--- config.mk ---
export PLATFORM = sky130hd
export DESIGN_NAME = shift_seq_ctrl
export DESIGN_NICKNAME = d
export VERILOG_FILES = /design/src/rtl/shift_seq_ctrl.sv
export SDC_FILE = /design/constraint.sdc
export NUM_CORES = 1
export LEC_CHECK = 0
export CAP_MARGIN = 10
export CORE_MARGIN = 2
export CORE_UTILIZATION = 25
export DETAILED_ROUTE_END_ITERATION = 10
export DONT_BUFFER_PORTS = 1
export GPL_TIMING_DRIVEN = 0
export MAX_ROUTING_LAYER = met4
export SYNTH_ARGS = -nofsm -noshare
export SYNTH_HDL_FRONTEND = slang
export SYNTH_SLANG_ARGS = --single-unit
--- constraint.sdc ---
create_clock -name clk -period 6 [get_ports clk]
set_input_delay 0.6 -clock clk [delete_from_list [all_inputs] [get_ports clk]]
set_output_delay 0.6 -clock clk [all_outputs]
set_load 0.01 [all_outputs]
--- src/rtl/shift_seq_ctrl.sv ---
// Iterative shifter for the execute stage: SLL/SRL/SRA/ROTR done STEP bits per cycle,
// with the result held until the consumer takes it. Supports pipeline flush.
`timescale 1ns/1ps

module shift_seq_ctrl #(
  parameter int STEP = 1
) (
  input  logic        clk,
  input  logic        rst_n,
  input  logic        flush,
  input  logic        in_valid,
  output logic        in_ready,
  input  logic [1:0]  op,
  input  logic [31:0] a,
  input  logic [4:0]  shamt,
  output logic        out_valid,
  input  logic        out_ready,
  output logic [31:0] result,
  output logic        busy,
  output logic [1:0]  state_dbg
);

  // Handshakes: a transfer happens on a rising edge where valid and ready are both high;
  // valid never waits on ready, and ready never depends on the same-side valid.

  typedef enum logic [1:0] {
    IDLE  = 2'd0,
    SHIFT = 2'd1,
    DONE  = 2'd2
  } state_t;

  localparam logic [4:0] STEP_C = 5'(STEP);

  localparam logic [1:0] OP_SLL = 2'b00;
  localparam logic [1:0] OP_SRL = 2'b01;
  localparam logic [1:0] OP_SRA = 2'b10;

  state_t      state;
  state_t      state_nxt;
  logic [4:0]  cnt;
  logic [4:0]  cnt_nxt;
  logic [31:0] result_nxt;
  logic [1:0]  op_q;
  logic        sign_q;
  logic        load;
  logic [4:0]  k;
  logic [31:0] shifted;
  logic [63:0] wide;

  // One partial shift of k = min(cnt, STEP) positions on the held result.
  always_comb begin
    k       = (cnt < STEP_C) ? cnt : STEP_C;
    wide    = '0;
    shifted = result;
    case (op_q)
      OP_SLL: shifted = result << k;
      OP_SRL: shifted = result >> k;
      OP_SRA: begin
        wide    = {{32{sign_q}}, result} >> k;
        shifted = wide[31:0];
      end
      default: begin
        wide    = {result, result} >> k;
        shifted = wide[31:0];
      end
    endcase
  end

  always_comb begin
    state_nxt  = state;
    cnt_nxt    = cnt;
    result_nxt = result;
    load       = 1'b0;
    if (flush) begin
      state_nxt = IDLE;
      cnt_nxt   = '0;
    end else begin
      case (state)
        IDLE: begin
          if (in_valid) begin
            load       = 1'b1;
            result_nxt = a;
            cnt_nxt    = shamt;
            state_nxt  = (shamt == 5'd0) ? DONE : SHIFT;
          end
        end
        SHIFT: begin
          result_nxt = shifted;
          cnt_nxt    = cnt - k;
          if (cnt <= STEP_C) state_nxt = DONE;
        end
        DONE: begin
          if (out_ready) state_nxt = IDLE;
        end
        default: state_nxt = IDLE;
      endcase
    end
  end

  always_ff @(posedge clk or negedge rst_n) begin
    if (!rst_n) begin
      state  <= IDLE;
      cnt    <= '0;
      result <= '0;
      op_q   <= '0;
      sign_q <= 1'b0;
    end else begin
      state  <= state_nxt;
      cnt    <= cnt_nxt;
      result <= result_nxt;
      if (load) begin
        op_q   <= op;
        sign_q <= a[31];
      end
    end
  end

  assign in_ready  = (state == IDLE) && !flush;
  assign out_valid = (state == DONE);
  assign busy      = (state != IDLE);
  assign state_dbg = state;

endmodule

# == Yosys cells after proc, flatten, opt, wreduce, memory -nomap -nowiden ==
# Cells that the tools add are included.
# word_totals
register_bits,42
latchBits,0
ramBits,0
romBits,0
inputBits,44
out_inout_bits,37
elab_cells,48
n_memories,0
# op_classes
n_addsub,1
multipliers,0
div_mod_pow,0
magnitude_cmp,2
eq_ne,8
shift,4
muxes,16
bitwise,1
reduce_logical,11
# op_table
cell,count
$shr 64x5->32,2
$pmux 32 s3,1
$pmux 32 s2,1
$mux 32,1
$shl 32x5->32,1
$shr 32x5->32,1
$mux 5,3
$mux 2,5
$pmux 5 s2,1
$ne 3x3->1 const B,2
$pmux 2 s3,1
$reduce_and 3->1,2
$le 5x1->1 const B,1
$logic_not 5->1,1
$lt 5x1->1 const B,1
$sub 5x5->5,1
$eq 2x1->1 const B,2
$eq 2x2->1 const B,2
$logic_not 2->1,2
$reduce_bool 2->1,2
$mux 1,3
$ne 3x2->1 const B,1
$reduce_bool 3->1,1
$ne 2x2->1 const B,1
other kinds (4),4

# == Longest topological paths before layout ==
# Gate-level depths: netlist of run 1.
# depth
depth_word,5
ltp_mapped,9
ltp_nobuf,6

# == Worst setup path before layout of run 1 ==
# OpenSTA, ideal clock, no wires.
# synth_timing
path_kind,input -> register
start,input port flush
end,register result[13]
setup_ns,0.123
arrival_ns,1.782
t_required_ns,5.877
path_slack_ns,4.096
cell_stages,5
path_buffers,3
path_cell_list,buf_2 or4b_1 clkbuf_2 buf_6 o221a_2
# synth_via
elab_chain_cells,2
# synth_rtl
item,line_no,source
"start, declared",10,"input logic flush,"
$not 1->1 (no line),--,
$reduce_and 3->1 (no line),--,
"end signal, assigned",110,result <= result_nxt;
"end, declared",18,"output logic [31:0] result,"
# Every way passes these cells.
# A chain may end at the register's enable or synchronous reset.

# == Worst setup path after layout of run 1 ==
# layout_timing
start,register cnt[3]
end,register cnt[2]
# layout_via
elab_chain_cells,5
# layout_rtl
item,line_no,source
"start, declared",40,logic [4:0] cnt;
"start signal, assigned",109,cnt <= cnt_nxt;
$lt 5x1->1,52,k = (cnt < STEP_C) ? cnt : STEP_C;
$mux 5,52,
$sub 5x5->5,89,cnt_nxt = cnt - k;
$pmux 5 s2,78,case (state)
$mux 5,74,if (flush) begin
# Every way passes these cells.

==> metrics, run 1 <==
Num CTS Buffers=5; vias in the first global route=2091; final worst path period share=0.355; Setup TNS Final=0 ns; Synth Area per Inst=roughly 11 um2; DRC=0; max-cap violations=0; IO Port Bufs=0; grt total ovfl=0; nets@finish=297; cts repair resizes=0; endpoints failing setup=0; Worst-Margin Slew=0.783 ns; Cell Chain, Critical Path=or4_1 > buf_2 > buf_6 > nand2_1 > ha_1 > or3b_2 > a21oi_1 > o32ai_1; CTS root buffer=clkbuf_8; drt pass-1 iters=4; outcome=finished, final reports clean; grt peak-use layer=met2; count leader, synth=dfrtp_1; met2 Resource Use GR=0.219; DR vias=roughly 2000; critical path arrival=2.33 ns; YS warnings=0; ranking of synthesized cells by area=dfrtp_1 41%, mux2i_1 12%, o221a_2 6.6%, o221ai_2 5.9%, o211ai_1 3.8%; slowest stage cell, crit path=or4_1; Critical Path RT=6.20 ns; hold_ws=~0.13 ns; met3 usage in global routing=0.0544; clock sink count=42; Leak=1.15 nW; worst hold path class=primary input to asynchronous set/reset pin; Seq/Total Area, Yosys=0.410; Die Ht=105 um; Net Count, Synth=a little under 300; cells on worst reg2reg path=8; starting density of the core=0.260; H-tree depth=2; die area=11100 um2; pwr dens=449 nW/um2; RePlAce Congestion=approximately 0.8; Primary FF master, synth=dfrtp_1; Slew Limit Fails=0; clk_lat worst skew=0.30 ns; antenna violations before repair=1; R2R Setup Slk=3.87 ns; RSZ-0062 raised after global routing=false; Final ANT Viol Nets=0; hold_buf cts=1; fillers=just over 1000; Crit Path Category=register to register; Peak VDD IR=around 0.11 mV; Routed Wire Length=7.57 mm; cell family with most CP delay=simple AND/OR/NAND/NOR gates; WL/cell=19.7 um; Max clock buf depth=2; synthesized flop and latch total=42; Place WS=3.86 ns; Iter 0 DRT Violations=102; via/cell ratio=approximately 5.1; Cell Rows=36; Netlist Area Pre-Place=~2600 um2; Worst-path clk slew=about 0.090 ns; startpoint type of the worst setup path=register; Layout Skew=0.00622 ns; Die X=roughly 110 um; GRT Util Overall=0.142; unique cell type count in the Yosys netlist=41; CORE AREA=9860 um2; P&R area growth vs syn=12.0%; CTS tree=done; number of synthesized flops with an enable pin=0; Post-synth top cells=42 x dfrtp_1, 32 x mux2i_1, 25 x inv_1; final worst slack=3.87 ns; final hold violation count=0; RR Endpoint=cnt[2]$_DFFE_PN0P_; Final HPWL DP=5.56 mm; Min Clock Period, post-route=2.13 ns; Async S/R FF share, synth=1.00; largest net degree at the start of global routing=43; first-pass GRT wire length=11.9 mm; max_slew headroom=0.478; M1 GR Usage=0.180; share of layout cells above drive strength 1=0.223; top cell type's share of synthesized area=0.410; post-CTS setup buffer count=0; largest fanout on the critical path=10; CP Buf/Inv Count=2; r2r startpoint=cnt[3]$_DFFE_PN0P_; Largest stage delay, worst path=around 0.51 ns; Power, Total=approximately 1.3 mW; element type at the critical path end=register; Ports=81; Fmax=between 400 and 500 MHz; Synth Instances=~240; top cell type by total area after synthesis=dfrtp_1
==> worst register-to-register path: cells and delay by family, from the launching register on <==
| family | cells | cell delay, ns |
|---|---|---|
| buffers and inverters | 2 | 0.35 |
| AND/OR/NAND/NOR | 3 | 0.72 |
| AO/OA/AOI/OAI | 2 | 0.30 |
| adder cells (fa/ha/maj) | 1 | 0.21 |
| flip-flops | 1 | 0.45 |
==> how the worst max path moves through the flow <==
stage / from / to / slack, ns / depth (start not counted)
final: cnt[3]$_DFFE_PN0P_ / cnt[2]$_DFFE_PN0P_ / 3.87 / 8
after global routing: state_dbg[1]$_DFFE_PN0P_ / result[12]$_DFFE_PN0P_ / 3.70 / 5
after CTS: cnt[3]$_DFFE_PN0P_ / cnt[2]$_DFFE_PN0P_ / 3.84 / 8
after detailed placement: cnt[3]$_DFFE_PN0P_ / cnt[2]$_DFFE_PN0P_ / 3.86 / 8
after global placement: flush / result[14]$_DFFE_PN0P_ / 3.90 / 5
after floorplan: flush / result[13]$_DFFE_PN0P_ / 4.10 / 5
==> layout make-up <==
class	count	area, um2	area share
Antenna cell	1	2.50	0.000871
Inverter	25	93.8	0.0327
Clock buffer	5	68.8	0.0239
Sequential cell	42	1050	0.366
Clock inverter	3	43.8	0.0152
Tap cell	133	166	0.0579
Buffer	22	118	0.0409
Timing Repair Buffer	1	27.5	0.00958
Multi-Input combinational cell	153	1300	0.453
==> sequential cells by signal, indices dropped and copies added, names as in the netlist <==
register and flops:
cnt 5, op_q 2, result 32, sign_q 1
state_dbg 2
==> stage by stage <==
| stage | utilization | instance area (um2) | cells |
|---|---|---|---|
| final | 0.291 | 2870 | 385 |
| after global routing | 0.291 | 2870 | 385 |
| after CTS | 0.291 | 2870 | 384 |
| after detailed placement | 0.277 | 2730 | 375 |
| after global placement | 0.277 | 2730 | 375 |
| after floorplan | - | 2560 | 242 |
==> report_power, final <==
group	leakage [nW]	total, mW	internal [mW]	switching, mW
clock network	0.0585	0.234	0.125	0.109
registers	0.504	0.582	0.387	0.195
logic	0.590	0.473	0.230	0.242
==> cells by family (layout without fill, tap and decap cells) <==
family / after synthesis / after routing / synth area share
flops: 42 / 42 / 0.410
fa+ha+maj: 3 / 3 / 0.0146
mux: 32 / 32 / 0.125
compound gates: 66 / 66 / 0.256
simple gates: 52 / 52 / 0.113
other cells: 0 / 1 / 0
buf+inv: 47 / 56 / 0.0824
==> routing by layer <==
metal	vias up	wire, um
li1	929	-
met1	966	3350
met2	77	3430
met3	4	748
met4	0	42
met5	-	0
==> cell usage in the layout, fill, tap and decap left out, drive strengths merged, types with 4 or more instances in the layout <==
master    n
dfrtp    42
mux2i    32
inv      26
nand2    23
o221ai   17
o221a    15
buf      14
clkbuf   14
o211ai   13
nand2b    5
o2bb2ai   5
nor2b     4
(Power assumes the default switching activity.)
==> run 2: changes to the inputs <==
==> constraint.sdc (replaced) <==
create_clock -name clk -period 1.8 [get_ports clk]
set_input_delay 0.18 -clock clk [delete_from_list [all_inputs] [get_ports clk]]
set_output_delay 0.18 -clock clk [all_outputs]
set_load 0.01 [all_outputs]
==> metrics, run 2 (synthesis results as in run 1) <==
Peak VDD IR=0.474 mV (+320%); drt pass-1 iters=4 (unchanged); max-cap violations=0 (unchanged); Worst-Margin Slew=0.586 ns (-0.197 ns); Leak=1.30 nW (+13%); Min Clock Period, post-route=1.88 ns (-0.247 ns); r2r startpoint=cnt[4]$_DFFE_PN0P_; final worst slack=-0.0816 ns (-3.95 ns); startpoint type of the worst setup path=register; CTS tree=done; Die Ht=105 um (unchanged); pwr dens=1420 nW/um2 (+220%); CTS root buffer=clkbuf_8; hold endpoint=result[25]$_DFFE_PN0P_; element type at the critical path end=register; fin cells=407 (+5.7%); P&R area growth vs syn=23.9%; clock sink count=42 (unchanged); DR vias=2064 (+4.5%); Largest register FFs=32 (unchanged); placed insts=375 (unchanged); largest fanout on the critical path=10 (unchanged); share of layout cells above drive strength 1=0.311 (+0.0882); endpoints failing setup=16 (+16); H-tree depth=2 (unchanged); Die X=105 um (unchanged); first-pass GRT wire length=12.8 mm (+7.7%); Ports=81 (unchanged); final worst path period share=1.05 (+0.691); grt total ovfl=0 (unchanged); Worst-path clk slew=0.09 ns (about the same); Biggest register=result; antenna violations before repair=1 (unchanged); worst hold path class=primary input to register; sequential cell area=1060 um2 (+0.48%); Final Util=0.322 (+0.0307); GRT Util Overall=0.150 (+0.00795); max_slew headroom=0.610 (+0.131); cells on worst reg2reg path=5 (-3); R2R Setup Slk=-0.08 ns (-3.95 ns); IO Port Bufs=0 (unchanged); RR Endpoint=result[30]$_DFFE_PN0P_; fin area=3180 um2 (+11%); Final HPWL DP=5.58 mm (+0.40%); Crit Path Category=register to register; Place WS=-0.252 ns (-4.12 ns); RSZ-0062 raised after global routing=true; via/cell ratio=5.07 (-1.2%); outcome=finished, violations left; placed inst area=2750 um2 (+0.78%); Routed Wire Length=7.90 mm (+4.4%); Max clock buf depth=2 (unchanged); fillers=1021 (-0.20%); vias in the first global route=2216 (+6.0%); Layout Skew=0.0150 ns (+0.00879 ns); die area=11100 um2 (unchanged); WL/cell=19.4 um (-1.2%); most frequent cells in the layout=38 x dfrtp_1, 32 x mux2i_1, 25 x inv_1; Slew Limit Fails=0 (unchanged); nets@finish=319 (+7.4%); Power, Total=4.52 mW (+250%); hold depth=2; failing checks=negative setup slack; largest net degree at the start of global routing=43 (unchanged); area of the multi-input gates=1370 um2 (+4.8%); Num CTS Buffers=5 (unchanged); starting density of the core=0.260 (unchanged); RePlAce Congestion=0.841 (+3.7%); Top Registers=result: 32 flops, cnt: 5 flops; Cell Rows=36 (unchanged); Fmax=531 MHz (+13%); final hold violation count=0 (unchanged); DRC=0 (unchanged); clk_lat worst skew=0.29 ns (about the same); worst hold path startpoint=a[25]; Final ANT Viol Nets=0 (unchanged); Iter 0 DRT Violations=109 (+6.9%); Critical Path RT=1.97 ns (-4.23 ns); commonest non-fill, non-tap cell in the layout=dfrtp_1; CORE AREA=9860 um2 (unchanged); critical path arrival=2.06 ns (-0.27 ns)
## run 2: area by class of cell
| type | count | area share |
|---|---|---|
| inverters | 25 | 0.0295 |
| plain buffers | 19 | 0.0398 |
| clock buffers | 5 | 0.0217 |
| diodes | 1 | 0.000788 |
| multi-input cells | 153 | 0.430 |
| flip-flops and latches | 42 | 0.332 |
| well taps | 133 | 0.0524 |
| repair buffers | 26 | 0.0800 |
| clock inverters | 3 | 0.0138 |
## run 2: per-stage QoR
| step | hold WS [ns] | setup TNS, ns |
|---|---|---|
| finish | 0.0136 | -0.929 |
| global route | 0.00331 | -2.83 |
| CTS | 0.00264 | -1.70 |
| detailed placement | -0.115 | -7.07 |
| global placement | -0.115 | -5.88 |
| floorplan | -0.116 | -0.0507 |
## run 2: per-layer routing
layer	up-vias	wire, um	global-route usage
met3	8	925	0.0612
met5	-	0	-
met2	94	3490	0.218
met4	0	87	0.0352
met1	991	3400	0.195
li1	971	-	-
## run 2: how the worst max path moves through the flow
| stage | to | from | cells past startpoint |
|---|---|---|---|
| floorplan | cnt[2]$_DFFE_PN0P_ | cnt[3]$_DFFE_PN0P_ | 8 |
| global placement | cnt[2]$_DFFE_PN0P_ | cnt[3]$_DFFE_PN0P_ | 8 |
| detailed placement | cnt[2]$_DFFE_PN0P_ | cnt[3]$_DFFE_PN0P_ | 8 |
| CTS | cnt[2]$_DFFE_PN0P_ | cnt[2]$_DFFE_PN0P_ | 9 |
| global route | cnt[2]$_DFFE_PN0P_ | cnt[2]$_DFFE_PN0P_ | 8 |
| finish | result[30]$_DFFE_PN0P_ | cnt[4]$_DFFE_PN0P_ | 5 |
## run 2: timing repair
action / in CTS / in global routing
resized for setup: 22 / 5
hold endpoints to repair: 52 / 0
pin swaps: 6 / 1
hold buffers: 12 / 0
setup buffers: 13 / 1
endpoints found under the setup margin: 38 / 39
## run 2: power breakdown
| group | internal [mW] | switching (mW) | total [mW] |
|---|---|---|---|
| Sequential | 1.29 | 0.656 | 1.95 |
| Combinational | 0.919 | 0.878 | 1.80 |
| Clock | 0.416 | 0.356 | 0.772 |
## run 2: critical path, cell delays in order, from the launching register on
cell and delay, ns:
dfrtp_1 0.39, buf_4 0.15, nor4_2 0.53, a211oi_2 0.21, buf_2 0.23, o221a_2 0.26
==> run 3: changes to the inputs <==
==> constraint.sdc (replaced) <==
create_clock -name clk -period 2.3 [get_ports clk]
set_input_delay 0.23 -clock clk [delete_from_list [all_inputs] [get_ports clk]]
set_output_delay 0.23 -clock clk [all_outputs]
set_load 0.01 [all_outputs]
==> metrics, run 3 (synthesis results as in run 1) <==
outcome=finished, final reports clean; max_slew headroom=0.476 (-0.134); Iter 0 DRT Violations=102 (-6.4%); Num CTS Buffers=5 (unchanged); DRC=0 (unchanged); via/cell ratio=5.18 (+2.1%); final worst path period share=0.930 (-0.115); Biggest register=result; grt total ovfl=0 (unchanged); first-pass GRT wire length=11.9 mm (-7.2%); Setup TNS Final=0 ns (+0.929 ns); Worst-Margin Slew=0.786 ns (+0.201 ns); vias in the first global route=2094 (-5.5%); Layout Skew=0.00759 ns (-0.00742 ns); Max clock buf depth=2 (unchanged); Final Util=0.292 (-0.0297); IO Port Bufs=0 (unchanged); Ports=81 (unchanged); startpoint type of the worst setup path=register; cts repair resizes=0 (-100%); Slew Limit Fails=0 (unchanged); Die X=105 um (unchanged); nets@finish=298 (-6.6%); Cell Chain, Critical Path=or4_1 > buf_2 > buf_6 > nand2_1 > ha_1 > or3b_2 > a21oi_1 > o32ai_1; endpoints failing setup=0 (-16); Power, Total=3.37 mW (-25%); Place WS=0.163 ns (+0.415 ns); Min Clock Period, post-route=2.14 ns (+0.258 ns); Cell Rows=36 (unchanged); final hold violation count=0 (unchanged); final worst slack=0.161 ns (+0.242 ns); launch point of the worst path=cnt[3]$_DFFE_PN0P_; Top Registers=result: 32 flops, cnt: 5 flops; Largest stage delay, worst path=0.51 ns (-0.02 ns); Leak=1.16 nW (-11%); critical path arrival=2.34 ns (+0.28 ns); starting density of the core=0.260 (unchanged); Crit Path Category=register to register; CTS tree=done; largest fanout on the critical path=10 (unchanged); Worst-path clk slew=0.09 ns (about the same); worst hold path startpoint=shamt[4]; Critical Path RT=2.51 ns (+0.54 ns); H-tree depth=2 (unchanged); drt pass-1 iters=4 (unchanged); hold_ws=0.0367 ns (+0.0231 ns); GRT Util Overall=0.142 (-0.00795); hold depth=1 (-1); Final HPWL DP=5.56 mm (-0.40%); Routed Wire Length=7.59 mm (-3.9%); share of layout cells above drive strength 1=0.222 (-0.0891); Peak VDD IR=0.297 mV (-37%); antenna violations before repair=1 (unchanged); DR vias=1998 (-3.2%); element type at the critical path end=register; WL/cell=19.7 um (+1.3%); P&R area growth vs syn=12.4%; clock sink count=42 (unchanged); Largest register FFs=32 (unchanged); max-cap violations=0 (unchanged); Die Ht=105 um (unchanged); CP Buf/Inv Count=2 (unchanged); worst hold path class=primary input to register; r2r startpoint=cnt[3]$_DFFE_PN0P_; fillers=1022 (+0.098%); cells on worst reg2reg path=8 (+3); RR Endpoint=cnt[2]$_DFFE_PN0P_; cell family with most CP delay=simple AND/OR/NAND/NOR gates; CORE AREA=9860 um2 (unchanged); Fmax=467 MHz (-12%); CTS root buffer=clkbuf_8; clk_lat worst skew=0.30 ns (about the same); Final ANT Viol Nets=0 (unchanged); RSZ-0062 raised after global routing=false; commonest non-fill, non-tap cell in the layout=dfrtp_1; pwr dens=1170 nW/um2 (-18%); largest net degree at the start of global routing=43 (unchanged); R2R Setup Slk=0.16 ns (+0.24 ns); RePlAce Congestion=0.811 (-3.5%); most frequent cells in the layout=42 x dfrtp_1, 32 x mux2i_1, 25 x inv_1; slowest stage cell, crit path=or4_1; die area=11100 um2 (unchanged); hold endpoint=state_dbg[1]$_DFFE_PN0P_
## run 3: cell count changes in the layout (fill, tap and decap cells not counted), moves of 2 or more
cell           change
clkbuf_2           -3
o32ai_2            -2
dfrtp_2            -4
buf_4             -12
dlygate4sd3_1     -10
dfrtp_1            +4
clkbuf_1           +6
o32ai_1            +2
## run 3: through the flow
step                      cells  instance area (um2)
after CTS                   385                 2880
after floorplan             242                 2560
after global placement      375                 2730
after detailed placement    375                 2730
after global routing        386                 2880
final                       386                 2880
## run 3: area by class of cell
type	count	area, um2	area share
Tap cell	133	166	0.0577
Buffer	22	118	0.0408
Timing Repair Buffer	2	37.5	0.0130
Clock inverter	3	43.8	0.0152
Clock buffer	5	68.8	0.0239
Antenna cell	1	2.50	0.000868
Sequential cell	42	1050	0.364
Multi-Input combinational cell	153	1300	0.452
Inverter	25	93.8	0.0325
## run 3: timing repair
item | CTS | global route
hold buffers | 2 | 0
hold endpoints to repair | 42 | 0
buffers inserted | 0 | 0
## run 3: worst max path at each step
stage,cells after the start,endpoint
finish,8,cnt[2]$_DFFE_PN0P_
CTS,8,cnt[2]$_DFFE_PN0P_
floorplan,8,cnt[2]$_DFFE_PN0P_
global route,5,result[12]$_DFFE_PN0P_
global placement,9,cnt[2]$_DFFE_PN0P_
detailed placement,8,cnt[2]$_DFFE_PN0P_
## run 3: routing by layer
layer	share of wire	GRT usage	vias to the layer above
met2	0.46	0.219	80
met5	0	-	-
li1	-	-	930
met1	0.44	0.180	984
met3	0.096	0.0544	4
met4	0.0055	0.0257	0
## run 3: power breakdown
part / total [mW] / switching [mW] / internal, mW
clock network: 0.615 / 0.289 / 0.326
logic: 1.24 / 0.635 / 0.602
registers: 1.52 / 0.509 / 1.01
